==> src/rtl/ps2_pkg.sv <==
// Shared types and constants for the PS/2 host transmitter and receiver.
package ps2_pkg;

  typedef enum logic [2:0] {
    S_IDLE,
    S_INHIBIT,
    S_REQ,
    S_SEND,
    S_ACK,
    S_WAIT_IDLE,
    S_FAIL
  } state_t;

  localparam logic [7:0] CMD_SET_LEDS = 8'hED;
  localparam logic [7:0] CMD_RESET    = 8'hFF;
  localparam logic [7:0] CMD_ENABLE   = 8'hF4;
  localparam logic [7:0] RSP_ACK      = 8'hFA;

  localparam int INHIBIT_CYCLES_DEF = 2500;
  localparam int REQ_CYCLES_DEF     = 50;
  localparam int TIMEOUT_CYCLES_DEF = 375000;
  localparam int FILTER_LEN_DEF     = 8;

  localparam int CNT_W = 19;

  function automatic logic odd_par(
    input logic [7:0] b
  );
    return ~^b;
  endfunction

endpackage

==> src/rtl/ps2_host_tx_if.sv <==
// Byte request / completion bundle between a command source and the
// PS/2 host transmitter.
interface ps2_host_tx_if;
  import ps2_pkg::*;

  logic [7:0] tx_data;
  logic       tx_valid;
  logic       tx_ready;
  logic       done;
  logic       err;

  modport master (
    output tx_data,
    output tx_valid,
    input  tx_ready,
    input  done,
    input  err
  );

  modport slave (
    input  tx_data,
    input  tx_valid,
    output tx_ready,
    output done,
    output err
  );

endinterface

==> src/rtl/ps2_line_filter.sv <==
// Hysteresis filter for one open-drain PS/2 line with a falling-edge
// strobe on the filtered level.
module ps2_line_filter
  import ps2_pkg::*;
#(
  parameter int LEN = FILTER_LEN_DEF
) (
  input  logic clk25,
  input  logic clr,
  input  logic raw,
  output logic level,
  output logic fall
);

  logic [LEN-1:0] sr;

  // Shift register resets to all ones so no edge fires on reset exit.
  always_ff @(posedge clk25 or posedge clr) begin
    if (clr) begin
      sr    <= '1;
      level <= 1'b1;
      fall  <= 1'b0;
    end else begin
      sr   <= {sr[LEN-2:0], raw};
      fall <= 1'b0;
      if (&sr) begin
        level <= 1'b1;
      end else if (~|sr) begin
        level <= 1'b0;
        fall  <= level;
      end
    end
  end

endmodule

==> src/rtl/ps2_host_tx.sv <==
// PS/2 host-to-device command transmitter: inhibit, request-to-send,
// clocks out start/data/parity/stop on device clock edges, checks ACK.
module ps2_host_tx
  import ps2_pkg::*;
#(
  parameter int INHIBIT_CYCLES = INHIBIT_CYCLES_DEF,
  parameter int REQ_CYCLES     = REQ_CYCLES_DEF,
  parameter int TIMEOUT_CYCLES = TIMEOUT_CYCLES_DEF,
  parameter int FILTER_LEN     = FILTER_LEN_DEF
) (
  input  logic          clk25,
  input  logic          clr,
  ps2_host_tx_if.slave  bus,
  input  logic          ps2c_in,
  input  logic          ps2d_in,
  output logic          ps2c_oe,
  output logic          ps2d_oe
);

  localparam logic [CNT_W-1:0] INH_LAST =
    CNT_W'(INHIBIT_CYCLES - 1);
  localparam logic [CNT_W-1:0] REQ_LAST =
    CNT_W'(REQ_CYCLES - 1);
  localparam logic [CNT_W-1:0] TO_LAST =
    CNT_W'(TIMEOUT_CYCLES - 1);

  state_t           state, state_n;
  logic [CNT_W-1:0] cnt, cnt_n, cnt_inc;
  logic [3:0]       bitcnt, bitcnt_n;
  logic [7:0]       data, data_n;
  logic             par, par_n;
  logic             c_oe_n, d_oe_n;
  logic             done_q, done_n;
  logic             timed_out;

  logic c_lvl, c_fall;
  logic d_lvl, d_fall_unused;

  ps2_line_filter #(.LEN(FILTER_LEN)) u_filt_c (
    .clk25 (clk25),
    .clr   (clr),
    .raw   (ps2c_in),
    .level (c_lvl),
    .fall  (c_fall)
  );

  ps2_line_filter #(.LEN(FILTER_LEN)) u_filt_d (
    .clk25 (clk25),
    .clr   (clr),
    .raw   (ps2d_in),
    .level (d_lvl),
    .fall  (d_fall_unused)
  );

  assign bus.tx_ready = (state == S_IDLE);
  assign bus.done     = done_q;
  assign bus.err      = (state == S_FAIL);

  assign cnt_inc   = (cnt == '1) ? cnt : cnt + 1'b1;
  assign timed_out = (cnt >= TO_LAST);

  always_ff @(posedge clk25 or posedge clr) begin
    if (clr) begin
      state   <= S_IDLE;
      cnt     <= '0;
      bitcnt  <= '0;
      data    <= '0;
      par     <= 1'b0;
      ps2c_oe <= 1'b0;
      ps2d_oe <= 1'b0;
      done_q  <= 1'b0;
    end else begin
      state   <= state_n;
      cnt     <= cnt_n;
      bitcnt  <= bitcnt_n;
      data    <= data_n;
      par     <= par_n;
      ps2c_oe <= c_oe_n;
      ps2d_oe <= d_oe_n;
      done_q  <= done_n;
    end
  end

  always_comb begin
    state_n  = state;
    cnt_n    = cnt;
    bitcnt_n = bitcnt;
    data_n   = data;
    par_n    = par;
    c_oe_n   = ps2c_oe;
    d_oe_n   = ps2d_oe;
    done_n   = 1'b0;
    unique case (state)
      S_IDLE: begin
        c_oe_n = 1'b0;
        d_oe_n = 1'b0;
        if (bus.tx_valid) begin
          data_n  = bus.tx_data;
          par_n   = odd_par(bus.tx_data);
          cnt_n   = '0;
          c_oe_n  = 1'b1;
          state_n = S_INHIBIT;
        end
      end
      S_INHIBIT: begin
        cnt_n = cnt_inc;
        if (cnt == INH_LAST) begin
          d_oe_n  = 1'b1;
          cnt_n   = '0;
          state_n = S_REQ;
        end
      end
      S_REQ: begin
        cnt_n = cnt_inc;
        if (cnt == REQ_LAST) begin
          c_oe_n   = 1'b0;
          bitcnt_n = '0;
          cnt_n    = '0;
          state_n  = S_SEND;
        end
      end
      S_SEND: begin
        if (c_fall) begin
          cnt_n    = '0;
          bitcnt_n = bitcnt + 4'd1;
          if (bitcnt < 4'd8) begin
            d_oe_n = ~data[bitcnt[2:0]];
          end else if (bitcnt == 4'd8) begin
            d_oe_n = ~par;
          end else begin
            d_oe_n  = 1'b0;
            state_n = S_ACK;
          end
        end else if (timed_out) begin
          c_oe_n  = 1'b0;
          d_oe_n  = 1'b0;
          state_n = S_FAIL;
        end else begin
          cnt_n = cnt_inc;
        end
      end
      S_ACK: begin
        if (c_fall) begin
          cnt_n   = '0;
          state_n = d_lvl ? S_FAIL : S_WAIT_IDLE;
        end else if (timed_out) begin
          state_n = S_FAIL;
        end else begin
          cnt_n = cnt_inc;
        end
      end
      S_WAIT_IDLE: begin
        if (c_lvl && d_lvl) begin
          done_n  = 1'b1;
          state_n = S_IDLE;
        end else if (c_fall) begin
          cnt_n = '0;
        end else if (timed_out) begin
          state_n = S_FAIL;
        end else begin
          cnt_n = cnt_inc;
        end
      end
      S_FAIL: begin
        c_oe_n  = 1'b0;
        d_oe_n  = 1'b0;
        state_n = S_IDLE;
      end
      default: begin
        c_oe_n  = 1'b0;
        d_oe_n  = 1'b0;
        state_n = S_IDLE;
      end
    endcase
  end

endmodule

==> src/flat_wrapper.sv <==
// flat-port wrapper written by rule: the top's interface ports become plain ports
module ps2_host_tx_flat import ps2_pkg::*;
#(
  parameter int INHIBIT_CYCLES = INHIBIT_CYCLES_DEF,
  parameter int REQ_CYCLES     = REQ_CYCLES_DEF,
  parameter int TIMEOUT_CYCLES = TIMEOUT_CYCLES_DEF,
  parameter int FILTER_LEN     = FILTER_LEN_DEF
)
  (clk25, clr, ps2c_in, ps2d_in, ps2c_oe, ps2d_oe, bus_tx_data, bus_tx_valid, bus_tx_ready, bus_done, bus_err);
  ps2_host_tx_if bus_i ();
  input  logic clk25;
  input  logic clr;
  input  logic ps2c_in;
  input  logic ps2d_in;
  output logic ps2c_oe;
  output logic ps2d_oe;
  input wire logic [$bits(bus_i.tx_data)-1:0] bus_tx_data;
  input wire logic [$bits(bus_i.tx_valid)-1:0] bus_tx_valid;
  output wire logic [$bits(bus_i.tx_ready)-1:0] bus_tx_ready;
  output wire logic [$bits(bus_i.done)-1:0] bus_done;
  output wire logic [$bits(bus_i.err)-1:0] bus_err;
  assign bus_i.tx_data = bus_tx_data;
  assign bus_i.tx_valid = bus_tx_valid;
  assign bus_tx_ready = bus_i.tx_ready;
  assign bus_done = bus_i.done;
  assign bus_err = bus_i.err;
  ps2_host_tx #(.INHIBIT_CYCLES(INHIBIT_CYCLES), .REQ_CYCLES(REQ_CYCLES), .TIMEOUT_CYCLES(TIMEOUT_CYCLES), .FILTER_LEN(FILTER_LEN)) u_core (.clk25(clk25), .clr(clr), .bus(bus_i), .ps2c_in(ps2c_in), .ps2d_in(ps2d_in), .ps2c_oe(ps2c_oe), .ps2d_oe(ps2d_oe));
endmodule
==> config.mk <==
export PLATFORM = sky130hd
export DESIGN_NAME = ps2_host_tx_flat
export DESIGN_NICKNAME = d
export VERILOG_FILES = /design/src/rtl/ps2_pkg.sv /design/src/rtl/ps2_host_tx_if.sv /design/src/rtl/ps2_line_filter.sv /design/src/rtl/ps2_host_tx.sv /design/src/flat_wrapper.sv
export SDC_FILE = /design/constraint.sdc
export NUM_CORES = 1
export LEC_CHECK = 0
export CAP_MARGIN = 20
export CORE_MARGIN = 10
export CORE_UTILIZATION = 55
export CTS_BUF_LIST = sky130_fd_sc_hd__clkbuf_4
export CTS_CLUSTER_DIAMETER = 150
export DETAILED_ROUTE_END_ITERATION = 12
export PLACE_DENSITY = 0.75
export SLEW_MARGIN = 20
export SYNTH_ARGS = -nofsm -noshare
export SYNTH_HDL_FRONTEND = slang
export SYNTH_SLANG_ARGS = --single-unit
export TNS_END_PERCENT = 100
==> constraint.sdc <==
create_clock -name clk25 -period 5.39 [get_ports clk25]
set_clock_uncertainty 0.15 [all_clocks]
set_input_delay 1.078 -clock clk25 [delete_from_list [all_inputs] [get_ports clk25]]
set_output_delay 1.078 -clock clk25 [all_outputs]
set_load 0.01 [all_outputs]
### Yosys cells after proc, flatten, opt, wreduce, memory -nomap -nowiden

Cells that the tools add are included.

| storage, ports and cells | value |
|---|---|
| input bits | 13 |
| logic and storage cells | 106 |
| bits in registers | 57 |
| output and inout bits | 5 |

| cells by class | value |
|---|---|
| multiplexer cells | 43 |
| bitwise operators | 4 |
| $lt $le $gt $ge | 3 |
| equality and inequality tests | 23 |
| add/sub/neg operators | 2 |
| reduce and logical (&&, ||, !) cells | 18 |

Operators with widths:

| kind | number |
|---|---|
| 19-bit 2-to-1 mux | 7 |
| 19-bit case mux with 5 select lines | 1 |
| 3-bit 2-to-1 mux | 10 |
| 19-bit by 1-bit adder with 19-bit output, second input constant | 1 |
| 19-bit by 12-bit == test with 1-bit output, second input constant | 1 |
| 19-bit == test, second input constant | 1 |
| 19-bit by 6-bit == test with 1-bit output, second input constant | 1 |
| 19-bit greater-or-equal comparator, second input constant | 1 |
| 3-bit case mux with 6 select lines | 1 |
| 1-bit 2-to-1 mux | 17 |
| 8-bit AND reduction | 2 |
| 8-bit OR reduction | 2 |
| 2-bit != test, second input constant | 6 |
| 3-bit == test, second input constant | 3 |
| 3-bit AND reduction | 3 |
| 4-bit 2-to-1 mux | 2 |
| 4-bit case mux with 2 select lines | 1 |
| 8-bit XNOR reduction | 1 |
| 3-bit by 2-bit == test with 1-bit output, second input constant | 2 |
| 2-bit by 1-bit != test with 1-bit output, second input constant | 3 |
| 3-bit by 2-bit != test with 1-bit output, second input constant | 2 |
| 3-bit != test, second input constant | 2 |
| 6-bit AND reduction | 1 |
| 3-bit OR reduction | 2 |
| 17 further kinds | 20 |

### Logic depth before layout (Yosys ltp)

Gate-level depths: netlist of the first run.

| logic depth | value |
|---|---|
| depth after elaboration | 6 |
| depth in mapped cells | 10 |
| mapped depth without buffers | 8 |

### By module

A second synthesis of the first run with hierarchy kept.

| second synthesis, totals | value |
|---|---|
| cell total of the unflattened synthesis | 310 |
| area, all modules | 3289.4 um^2 |

By module, submodules not included:

| module | times used | cells each | sequential area each (um^2) | area each (um^2) |
|---|---|---|---|---|
| ps2_host_tx | 1 | 274 | 950.9 | 2646.3 |
| ps2_line_filter | 2 | 18 | 261.5 | 321.6 |

### Least setup slack after synthesis of the first run

Ideal clock, no wire load.

| timing | value |
|---|---|
| path type | in2reg |
| start | input port bus_tx_valid |
| end | register u_core.cnt[0] |
| stages | 8 |
| data arrival time | 2300 ps |
| path buffers | 2 |
| required time | 5119 ps |
| slack | 2819 ps |
| library setup time | 121 ps |
| cell sequence | nor4_1 -> a31oi_1 -> and2_1 -> nand3_2 -> buf_6 -> buf_2 -> xor2_1 -> nor2_1 |

| between the ends | value |
|---|---|
| cells in the longest elaborated chain, start to end | 2 |

Ends and longest elaborated chain:

| what | RTL line | source |
|---|---|---|
| from (decl) | flat_wrapper.sv:18 | `input wire logic [$bits(bus_i.tx_valid)-1:0] bus_tx_valid;` |
| 2-bit != test (no source line) | -- |  |
| 3-bit AND reduction (no source line) | -- |  |
| to (signal assigned) | ps2_host_tx.sv:74 | `cnt <= cnt_n;` |
| to (decl) | ps2_host_tx.sv:28 | `logic [CNT_W-1:0] cnt, cnt_n, cnt_inc;` |

No other way between the ends.
A chain may end at the register's enable or synchronous reset.

### Worst setup path after layout of the first run

| timing | value |
|---|---|
| start | register u_core.cnt[15] |
| end | register u_core.cnt[1] |

| between the ends | value |
|---|---|
| cells in the longest elaborated chain, start to end | 6 |
| elaborated cells between the ends (all ways) | 11 |
| classes of those cells | order compare (1); eq/ne (3); mux (7) |

Ends and longest elaborated chain:

| what | RTL line | source |
|---|---|---|
| parallel branches: the longest is 5 deep, another holds 19-bit greater-or-equal comparator | -- |  |
| 19-bit case mux with 5 select lines (*) | ps2_host_tx.sv:93 | `unique case (state)` |

Mark *: on every way between the ends. The select of a mux whose other input is x is not followed.

==> impl_results.html, run 1 <==
<table>
<tr><th>Metric</th><th>Value</th></tr>
<tr><th colspan="2">Floorplanning</th></tr>
<tr><td>Row count</td><td>26</td></tr>
<tr><td>Effective utilization at floorplan</td><td>57.45%</td></tr>
<tr><td>Die height</td><td>93.51 um</td></tr>
<tr><td>Number of top-level pins</td><td>18</td></tr>
<tr><td>Width of the die</td><td>93.51 um</td></tr>
<tr><td>Die area</td><td>8743 um2</td></tr>
<tr><td>Placeable core area</td><td>5172 um2</td></tr>
<tr><th colspan="2">Power and ir drop</th></tr>
<tr><td>Share of total power in combinational logic</td><td>24.5%</td></tr>
<tr><td>Share of total power in sequential cells</td><td>45.9%</td></tr>
<tr><td>Cell-internal power</td><td>842.3 uW</td></tr>
<tr><td>Switching power summed over all nets</td><td>402.3 uW</td></tr>
<tr><td>Clock share of power</td><td>29.6%</td></tr>
<tr><td>Cell area power density</td><td>372.1 nW/um2</td></tr>
<tr><td>Sw frac</td><td>32.32%</td></tr>
<tr><td>Peak supply drop</td><td>0.2186 mV</td></tr>
<tr><td>Lkg Pwr</td><td>1.373 nW</td></tr>
<tr><th colspan="2">Clock tree</th></tr>
<tr><td>Cell at the root of the clock tree</td><td>sky130_fd_sc_hd__clkbuf_4</td></tr>
<tr><td>Post-CTS Hold Buffers</td><td>0</td></tr>
<tr><td>Post_cts resized</td><td>0</td></tr>
<tr><td>TritonCTS Buffers</td><td>9</td></tr>
<tr><td>CTS HTree Levels</td><td>3</td></tr>
<tr><td>Deepest clock path buffer count</td><td>2</td></tr>
<tr><td>Register clock-pin slew on the reported worst setup and hold paths</td><td>0.11 ns</td></tr>
<tr><td>Clock network latency to the later pin of the worst-skew pair</td><td>0.41 ns</td></tr>
<tr><td>CTS tree</td><td>done</td></tr>
<tr><td>Number of sinks on the clock net</td><td>57</td></tr>
<tr><td>Buffer count from post-CTS setup fixing</td><td>0</td></tr>
<tr><th colspan="2">Final layout</th></tr>
<tr><td>Utilization after layout</td><td>64.66%</td></tr>
<tr><td>Share of layout cells above drive strength 1</td><td>17.67%</td></tr>
<tr><td>Final design area excluding fillers</td><td>3344 um2</td></tr>
<tr><td>FF+latch area</td><td>1449 um2</td></tr>
<tr><td>Final Net Count</td><td>328</td></tr>
<tr><td>Filler cells</td><td>402</td></tr>
<tr><td>Combined area of the multi-input logic cells</td><td>1438 um2</td></tr>
<tr><td>Area added between synthesis and finish</td><td>12.55%</td></tr>
<tr><td>Count of antenna diodes in the layout</td><td>0</td></tr>
<tr><th colspan="2">Synth</th></tr>
<tr><td>Fraction of registers with async set/reset</td><td>100.0%</td></tr>
<tr><td>Most instantiated flip-flop cell in the synthesis netlist</td><td>sky130_fd_sc_hd__dfrtp_1</td></tr>
<tr><td>Most common library cells after synthesis</td><td>39 x sky130_fd_sc_hd__dfrtp_1, 30 x sky130_fd_sc_hd__nand2_1, 24 x sky130_fd_sc_hd__a21oi_1</td></tr>
<tr><td>Most used standard cell by instance count after synthesis</td><td>sky130_fd_sc_hd__dfrtp_1</td></tr>
<tr><td>Post-synthesis cell area</td><td>2972 um2</td></tr>
<tr><td>Synthesized-area fraction occupied by ao, oa, aoi and oai cells</td><td>17.14%</td></tr>
<tr><td>Share of the yosys chip area belonging to registers</td><td>48.76%</td></tr>
<tr><td>Net count after synthesis</td><td>311</td></tr>
<tr><td>Top cells by area in the synthesized netlist</td><td>sky130_fd_sc_hd__dfrtp_1 33%, sky130_fd_sc_hd__dfstp_2 16%, sky130_fd_sc_hd__a21oi_1 4.0%, sky130_fd_sc_hd__nand2_1 3.8%, sky130_fd_sc_hd__mux2_2 3.4%</td></tr>
<tr><td>Flops &amp; latches, synth</td><td>57</td></tr>
<tr><td>Dominant combinational cell family by area after synthesis</td><td>simple AND/OR/NAND/NOR gates</td></tr>
<tr><td>Cell count after synthesis</td><td>295</td></tr>
<tr><td>Number of unique standard cell types used by synthesis</td><td>53</td></tr>
<tr><td>Syn avg cell area</td><td>10.07 um2</td></tr>
<tr><td>Number of enable-type register cells in the synthesized netlist</td><td>0</td></tr>
<tr><td>Synth Area in XOR/XNOR</td><td>3.242%</td></tr>
<tr><td>Cell type with the largest total area after synthesis</td><td>sky130_fd_sc_hd__dfrtp_1</td></tr>
<tr><td>Yosys synthesis warning count</td><td>0</td></tr>
<tr><td>Adder-cell share of the synthesized area</td><td>1.263%</td></tr>
<tr><td>Fraction of synthesized cell area taken by the top area cell type</td><td>32.84%</td></tr>
<tr><td>Multiplexer fraction of the synthesized cell area</td><td>4.926%</td></tr>
<tr><td>Simple-gate share of the synthesized area</td><td>21.81%</td></tr>
<tr><th colspan="2">Setup path</th></tr>
<tr><td>Cell with the largest stage delay on the worst path</td><td>sky130_fd_sc_hd__nor3_2</td></tr>
<tr><td>Ordered list of cells on the worst path</td><td>or4_1, nor4_1, a311o_1, nand2_1, nor3_2, a31oi_1, a21boi_1</td></tr>
<tr><td>Timing startpoint of the critical path</td><td>u_core.cnt[15]</td></tr>
<tr><td>Kind of launch point of the worst setup path</td><td>register</td></tr>
<tr><td>Arrival @ worst endpoint</td><td>3.36 ns</td></tr>
<tr><td>Source of the worst register-to-register timing path</td><td>u_core.cnt[15]</td></tr>
<tr><td>Max incr delay on CP</td><td>0.87 ns</td></tr>
<tr><td>CP Class</td><td>register to register</td></tr>
<tr><td>Worst endpoint required time</td><td>5.52 ns</td></tr>
<tr><td>Largest driver fanout on the critical path</td><td>16</td></tr>
<tr><td>Nature of the critical path endpoint</td><td>register</td></tr>
<tr><th colspan="2">Place</th></tr>
<tr><td>Routability Congestion</td><td>0.9213</td></tr>
<tr><td>Post-detailed-placement half-perimeter wirelength</td><td>4.387 mm</td></tr>
<tr><td>Port buffer count</td><td>17</td></tr>
<tr><td>Post-Place Cell Area</td><td>3174 um2</td></tr>
<tr><td>Worst Setup Slack post-DPL</td><td>1.948 ns</td></tr>
<tr><th colspan="2">Timing</th></tr>
<tr><td>Final critical-path required period</td><td>3.231 ns</td></tr>
<tr><td>Peak clock frequency supported by timing</td><td>309.5 MHz</td></tr>
<tr><td>Total count of hold-check failures in the final report</td><td>0</td></tr>
<tr><td>Tightest Pin Transition</td><td>1.112 ns</td></tr>
<tr><td>Worst max-slew margin expressed relative to the limit</td><td>25.46%</td></tr>
<tr><td>Post-route fraction of the period consumed by the critical path</td><td>59.95%</td></tr>
<tr><td>Fin worst setup slack</td><td>2.159 ns</td></tr>
<tr><td>Setup_tns</td><td>0 ns</td></tr>
<tr><td>Final setup violation count</td><td>0</td></tr>
<tr><td>Setup repair after global routing missed its margin</td><td>no</td></tr>
<tr><td>Max Slew Vio Count</td><td>0</td></tr>
<tr><th colspan="2">Worst hold path</th></tr>
<tr><td>Worst min-delay path startpoint</td><td>u_core.u_filt_d.sr[5]</td></tr>
<tr><td>Class of the worst hold path</td><td>register to register</td></tr>
<tr><th colspan="2">GRT</th></tr>
<tr><td>Global route total overflow</td><td>0</td></tr>
<tr><td>First-pass GRT wire length</td><td>11.06 mm</td></tr>
<tr><td>Maximum number of pins on one net before global-route repair</td><td>39</td></tr>
<tr><td>Global Route Usage Sum</td><td>15.35%</td></tr>
<tr><td>Number of global-route vias before repair</td><td>2,333</td></tr>
<tr><td>Initial antenna violation count</td><td>0</td></tr>
<tr><th colspan="2">Drt</th></tr>
<tr><td>Routed length per instance</td><td>16.12 um</td></tr>
<tr><td>Starting DRT DRC Count</td><td>219</td></tr>
<tr><td>Number of vias per cell</td><td>6.028</td></tr>
<tr><td>Detail Route Antenna Nets</td><td>0</td></tr>
<tr><td>Total via count after detailed routing</td><td>2,333</td></tr>
<tr><td>First drt pass iteration count</td><td>4</td></tr>
<tr><td>Detailed-route DRC error count</td><td>0</td></tr>
<tr><td>Final wirelength</td><td>6.237 mm</td></tr>
<tr><th colspan="2">Status</th></tr>
<tr><td>Run status</td><td>finished clean</td></tr>
<tr><th colspan="2">Job</th></tr>
<tr><td>Reported max-cap violation count</td><td>0</td></tr>
</table>
final timing paths:
path	endpoint	slack, ns	depth (start not counted)
worst max-delay path	u_core.cnt[1]	2.16	7
worst min-delay path	u_core.u_filt_d.sr[6]	0.22	0
worst max register to register	u_core.cnt[1]	2.16	7
worst min register to register	u_core.u_filt_d.sr[6]	0.22	0
max in group asynchronous	u_core.u_filt_d.sr[6]	3.29	3
min in group asynchronous	u_core.state[1]	0.97	2
registers in the layout, indices dropped and copies added (netlist names):
signal / count
u_core.cnt: 19
u_core.data: 8
u_core.u_filt_c.sr: 8
u_core.u_filt_d.sr: 8
u_core.bitcnt: 4
u_core.state: 3
u_core.bus.done: 1
u_core.par: 1
u_core.ps2c_oe: 1
u_core.ps2d_oe: 1
u_core.u_filt_c.fall: 1
u_core.u_filt_c.level: 1
u_core.u_filt_d.level: 1
routing by layer:
metal  routed length, um  GRT usage (%)  part of all wire, %  vias up
li1                    -              -                    -     1134
met1                2870          20.36                   46     1135
met2                2965          23.78                   48       53
met3                 295          3.277                  4.7       11
met4                 106          6.170                  1.7        0
met5                   0              0                    0        -
cell usage in the layout (no fill, tap or decap), types with 8 or more instances in the layout:
cell type,count
sky130_fd_sc_hd__and3_1,8
sky130_fd_sc_hd__xnor2_1,8
sky130_fd_sc_hd__dfrtp_1,39
sky130_fd_sc_hd__a21oi_1,24
sky130_fd_sc_hd__dfstp_2,18
sky130_fd_sc_hd__mux2_2,9
sky130_fd_sc_hd__o21ai_0,14
sky130_fd_sc_hd__or4_1,8
sky130_fd_sc_hd__nand3_1,11
sky130_fd_sc_hd__nor2_1,16
sky130_fd_sc_hd__nand2_1,30
sky130_fd_sc_hd__o31ai_1,8
sky130_fd_sc_hd__clkdlybuf4s50_1,17
sky130_fd_sc_hd__clkbuf_4,9
cell type report:
class / count / share of cell area [%]
Sequential cell: 57 / 43.32
Multi-Input combinational cell: 220 / 42.99
Timing Repair Buffer: 18 / 5.312
Clock inverter: 7 / 3.068
Tap cell: 70 / 2.619
Clock buffer: 9 / 2.020
Inverter: 6 / 0.6734
stage by stage:
stage	power [mW]	cells	hold WS (ns)
after floorplan	0.7940	295	0.2018
after global placement	0.8733	371	0.2081
after detailed placement	0.8836	371	0.2106
after CTS	1.254	387	0.2167
after global routing	1.324	387	0.2167
final	1.245	387	0.2169
cell families (layout without fill, tap and decap cells):
| group | count (synthesis) | count (layout) |
|---|---|---|
| buffers and inverters | 18 | 40 |
| AOI/OAI and AO/OA | 76 | 76 |
| adders and majority gates | 3 | 3 |
| DFF | 57 | 57 |
| muxes | 11 | 11 |
| and+or+nand+nor | 119 | 119 |
| xor gates and xnor gates | 11 | 11 |
power by group through the flow:
stage	sequential [mW]	combinational [mW]	clock [mW]
after detailed placement	0.578	0.306	0
after global placement	0.574	0.300	0
after CTS	0.571	0.307	0.376
after floorplan	0.552	0.242	0
final	0.571	0.305	0.368
after global routing	0.584	0.345	0.394
critical path: cells and delay by family, from the launching register on:
kind,cells,cell delay (ns)
simple gates,4,1.97
flops,1,0.45
compound gates,3,0.53
No activity file was read; power rests on OpenSTA's default activity.
==> run 2: changes to the inputs <==
PLACE_DENSITY = 0.78   (was 0.75)
clock period = 2.72 ns   (was 5.39 ns; I/O delays follow)
==> impl_results.html, run 2 (same netlist as run 1, synthesis figures left out) <==
<table>
<tr><th>Metric</th><th>Value</th></tr>
<tr><th colspan="2">Setup path</th></tr>
<tr><td>Cells on worst reg2reg path</td><td>7 (unchanged)</td></tr>
<tr><td>CP Buf/Inv Count</td><td>0 (unchanged)</td></tr>
<tr><td>CP Class</td><td>register to register</td></tr>
<tr><td>Cell family with most CP delay</td><td>simple AND/OR/NAND/NOR gates</td></tr>
<tr><td>Cell with the largest stage delay on the worst path</td><td>sky130_fd_sc_hd__or4_1</td></tr>
<tr><td>Arrival @ worst endpoint</td><td>2.80 ns (-0.56 ns)</td></tr>
<tr><td>Kind of launch point of the worst setup path</td><td>register</td></tr>
<tr><td>Max incr delay on CP</td><td>0.54 ns (-0.33 ns)</td></tr>
<tr><td>Number of stages on the worst setup path</td><td>7 (unchanged)</td></tr>
<tr><td>Ordered list of cells on the worst path</td><td>or2_1, or4_4, nor2_4, a21bo_1, nand3_4, or4_1, a21oi_1</td></tr>
<tr><td>Worst endpoint required time</td><td>2.92 ns (-2.60 ns)</td></tr>
<tr><td>Largest driver fanout on the critical path</td><td>14 (-2)</td></tr>
<tr><td>Nature of the critical path endpoint</td><td>register</td></tr>
<tr><th colspan="2">Final layout</th></tr>
<tr><td>Count of antenna diodes in the layout</td><td>0 (unchanged)</td></tr>
<tr><td>Final design area excluding fillers</td><td>3447 um2 (+3.1%)</td></tr>
<tr><td>Number of flip-flops in the largest register</td><td>19 (unchanged)</td></tr>
<tr><td>Commonest cells after routing, fill and taps aside</td><td>38 x sky130_fd_sc_hd__dfrtp_1, 30 x sky130_fd_sc_hd__nand2_1, 24 x sky130_fd_sc_hd__a21oi_1, 18 x sky130_fd_sc_hd__dfstp_2</td></tr>
<tr><td>Register ranked first by flip-flop count</td><td>u_core.cnt</td></tr>
<tr><td>Filler cells</td><td>406 (+1.0%)</td></tr>
<tr><td>Leading cell type in the layout, fill and taps excluded</td><td>sky130_fd_sc_hd__dfrtp_1</td></tr>
<tr><td>Area added between synthesis and finish</td><td>16.00%</td></tr>
<tr><td>Share of layout cells above drive strength 1</td><td>21.58% (+3.9 points)</td></tr>
<tr><td>Final Net Count</td><td>340 (+3.7%)</td></tr>
<tr><th colspan="2">Place</th></tr>
<tr><td>Routability Congestion</td><td>0.9088 (-1.4%)</td></tr>
<tr><td>Post-detailed-placement half-perimeter wirelength</td><td>4.649 mm (+6.0%)</td></tr>
<tr><td>Post-Place Cell Area</td><td>3277 um2 (+3.2%)</td></tr>
<tr><td>Port buffer count</td><td>17 (unchanged)</td></tr>
<tr><th colspan="2">GRT</th></tr>
<tr><td>Global route total overflow</td><td>0 (unchanged)</td></tr>
<tr><td>Global route hottest layer</td><td>met2</td></tr>
<tr><td>Fraction of met2 tracks used by global routing</td><td>22.91% (-0.87 points)</td></tr>
<tr><td>Maximum number of pins on one net before global-route repair</td><td>33 (-15%)</td></tr>
<tr><td>Global Route Usage Sum</td><td>15.51% (+0.16 points)</td></tr>
<tr><td>Initial antenna violation count</td><td>0 (unchanged)</td></tr>
<tr><td>Met3 capacity usage during global routing</td><td>4.317% (+1.0 points)</td></tr>
<tr><td>Met1 Track Usage GR</td><td>19.90% (-0.46 points)</td></tr>
<tr><td>Number of global-route vias before repair</td><td>2,284 (-2.1%)</td></tr>
<tr><td>First-pass GRT wire length</td><td>10.79 mm (-2.4%)</td></tr>
<tr><th colspan="2">Timing</th></tr>
<tr><td>Max Slew Vio Count</td><td>0 (unchanged)</td></tr>
<tr><td>Setup repair after global routing missed its margin</td><td>no</td></tr>
<tr><td>Peak clock frequency supported by timing</td><td>385.1 MHz (+24%)</td></tr>
<tr><td>Total count of hold-check failures in the final report</td><td>0 (unchanged)</td></tr>
<tr><td>Worst max-slew margin expressed relative to the limit</td><td>63.48% (+38 points)</td></tr>
<tr><td>Post-route fraction of the period consumed by the critical path</td><td>95.46% (+36 points)</td></tr>
<tr><td>Worst Hold Slack</td><td>0.2249 ns (+0.008016 ns)</td></tr>
<tr><td>Setup_tns</td><td>0 ns (unchanged)</td></tr>
<tr><td>Tightest Pin Transition</td><td>0.5469 ns (-0.5651 ns)</td></tr>
<tr><td>Final critical-path required period</td><td>2.597 ns (-0.6348 ns)</td></tr>
<tr><td>Final setup violation count</td><td>0 (unchanged)</td></tr>
<tr><th colspan="2">Clock tree</th></tr>
<tr><td>TritonCTS Buffers</td><td>9 (unchanged)</td></tr>
<tr><td>Register clock-pin slew on the reported worst setup and hold paths</td><td>0.12 ns (about the same)</td></tr>
<tr><td>Cell at the root of the clock tree</td><td>sky130_fd_sc_hd__clkbuf_4</td></tr>
<tr><td>Number of sinks on the clock net</td><td>57 (unchanged)</td></tr>
<tr><td>Post-CTS Hold Buffers</td><td>0 (unchanged)</td></tr>
<tr><td>Buffer count from post-CTS setup fixing</td><td>0 (unchanged)</td></tr>
<tr><td>CTS HTree Levels</td><td>3 (unchanged)</td></tr>
<tr><td>Deepest clock path buffer count</td><td>2 (unchanged)</td></tr>
<tr><td>Clock network latency to the later pin of the worst-skew pair</td><td>0.42 ns (about the same)</td></tr>
<tr><td>CTS tree</td><td>done</td></tr>
<tr><th colspan="2">Worst hold path</th></tr>
<tr><td>Cell depth of the worst min-delay path</td><td>0 (unchanged)</td></tr>
<tr><td>Class of the worst hold path</td><td>register to register</td></tr>
<tr><th colspan="2">Floorplanning</th></tr>
<tr><td>Width of the die</td><td>93.51 um (unchanged)</td></tr>
<tr><td>Die area</td><td>8743 um2 (unchanged)</td></tr>
<tr><td>Placeable core area</td><td>5172 um2 (unchanged)</td></tr>
<tr><td>Effective utilization at floorplan</td><td>57.45% (unchanged)</td></tr>
<tr><td>Row count</td><td>26 (unchanged)</td></tr>
<tr><td>Number of top-level pins</td><td>18 (unchanged)</td></tr>
<tr><td>Die height</td><td>93.51 um (unchanged)</td></tr>
<tr><th colspan="2">Power and ir drop</th></tr>
<tr><td>Lkg Pwr</td><td>1.444 nW (+5.2%)</td></tr>
<tr><td>Cell area power density</td><td>709.8 nW/um2 (+91%)</td></tr>
<tr><td>Peak supply drop</td><td>0.4161 mV (+90%)</td></tr>
<tr><th colspan="2">Drt</th></tr>
<tr><td>Total via count after detailed routing</td><td>2,425 (+3.9%)</td></tr>
<tr><td>Detail Route Antenna Nets</td><td>0 (unchanged)</td></tr>
<tr><td>First drt pass iteration count</td><td>4 (unchanged)</td></tr>
<tr><td>Number of vias per cell</td><td>6.078 (+0.82%)</td></tr>
<tr><td>Final wirelength</td><td>6.417 mm (+2.9%)</td></tr>
<tr><td>Routed length per instance</td><td>16.08 um (-0.21%)</td></tr>
<tr><td>Detailed-route DRC error count</td><td>0 (unchanged)</td></tr>
<tr><td>Starting DRT DRC Count</td><td>210 (-4.1%)</td></tr>
<tr><th colspan="2">Job</th></tr>
<tr><td>Reported max-cap violation count</td><td>0 (unchanged)</td></tr>
<tr><th colspan="2">Status</th></tr>
<tr><td>Run status</td><td>finished clean</td></tr>
</table>
[run 2: final timing paths]
check	slack, ns	from	end
max	0.12	u_core.cnt[9]	u_core.cnt[15]
max reg2reg	0.12	u_core.cnt[9]	u_core.cnt[15]
min	0.22	u_core.u_filt_d.sr[5]	u_core.u_filt_d.sr[6]
min in group asynchronous	0.34	clr	u_core.state[2]
max in group asynchronous	1.51	clr	u_core.cnt[9]
min reg2reg	0.22	u_core.u_filt_d.sr[5]	u_core.u_filt_d.sr[6]
[run 2: cell type report]
cell class / count / area (um2) / share of cell area (%)
inverters: 6 / 22.52 / 0.6534
repair buffers: 30 / 282.8 / 8.203
multi-input cells: 220 / 1456 / 42.25
clock inverters: 7 / 80.08 / 2.323
clock buffers: 9 / 67.56 / 1.960
flip-flops and latches: 57 / 1450 / 42.07
well taps: 70 / 87.58 / 2.541
[run 2: where the power goes]
group | internal, mW | leakage, nW | switching [mW]
clock network | 0.287 | 0.0727 | 0.356
registers | 0.991 | 0.704 | 0.113
logic | 0.338 | 0.667 | 0.362
[run 2: per-stage QoR]
step                      std cells  power, mW  worst slack [ns]  util (%)
after CTS                       399      2.457           0.05459     66.21
after floorplan                 295      1.573            0.2971         -
after global routing            399      2.595           0.02237     66.64
after global placement          383      1.783           0.08360     63.35
after detailed placement        383      1.812           0.04471     63.35
final                           399      2.447            0.1234     66.64
[run 2: per-layer routing]
metal	up-vias	routed length, um
li1	1160	-
met1	1174	2786
met2	77	3086
met3	14	407
met4	0	136
met5	-	0
[run 2: repair_timing]
action,4_1_cts,5_1_grt
hold endpoints to repair,0,0
gates resized for setup,0,5
endpoints found under the setup margin,0,18
[run 2: worst register-to-register path, stage by stage, from the launching register on]
cell,delay [ns]
sky130_fd_sc_hd__dfrtp_2,0.47
sky130_fd_sc_hd__or2_1,0.31
sky130_fd_sc_hd__or4_4,0.45
sky130_fd_sc_hd__nor2_4,0.14
sky130_fd_sc_hd__a21bo_1,0.17
sky130_fd_sc_hd__nand3_4,0.17
sky130_fd_sc_hd__or4_1,0.54
sky130_fd_sc_hd__a21oi_1,0.16
==> run 3: changes to the inputs <==
CAP_MARGIN = 0   (was 20)
==> results of run 3 <==
Final layout, timing and power as in run 2 (identical DEF).
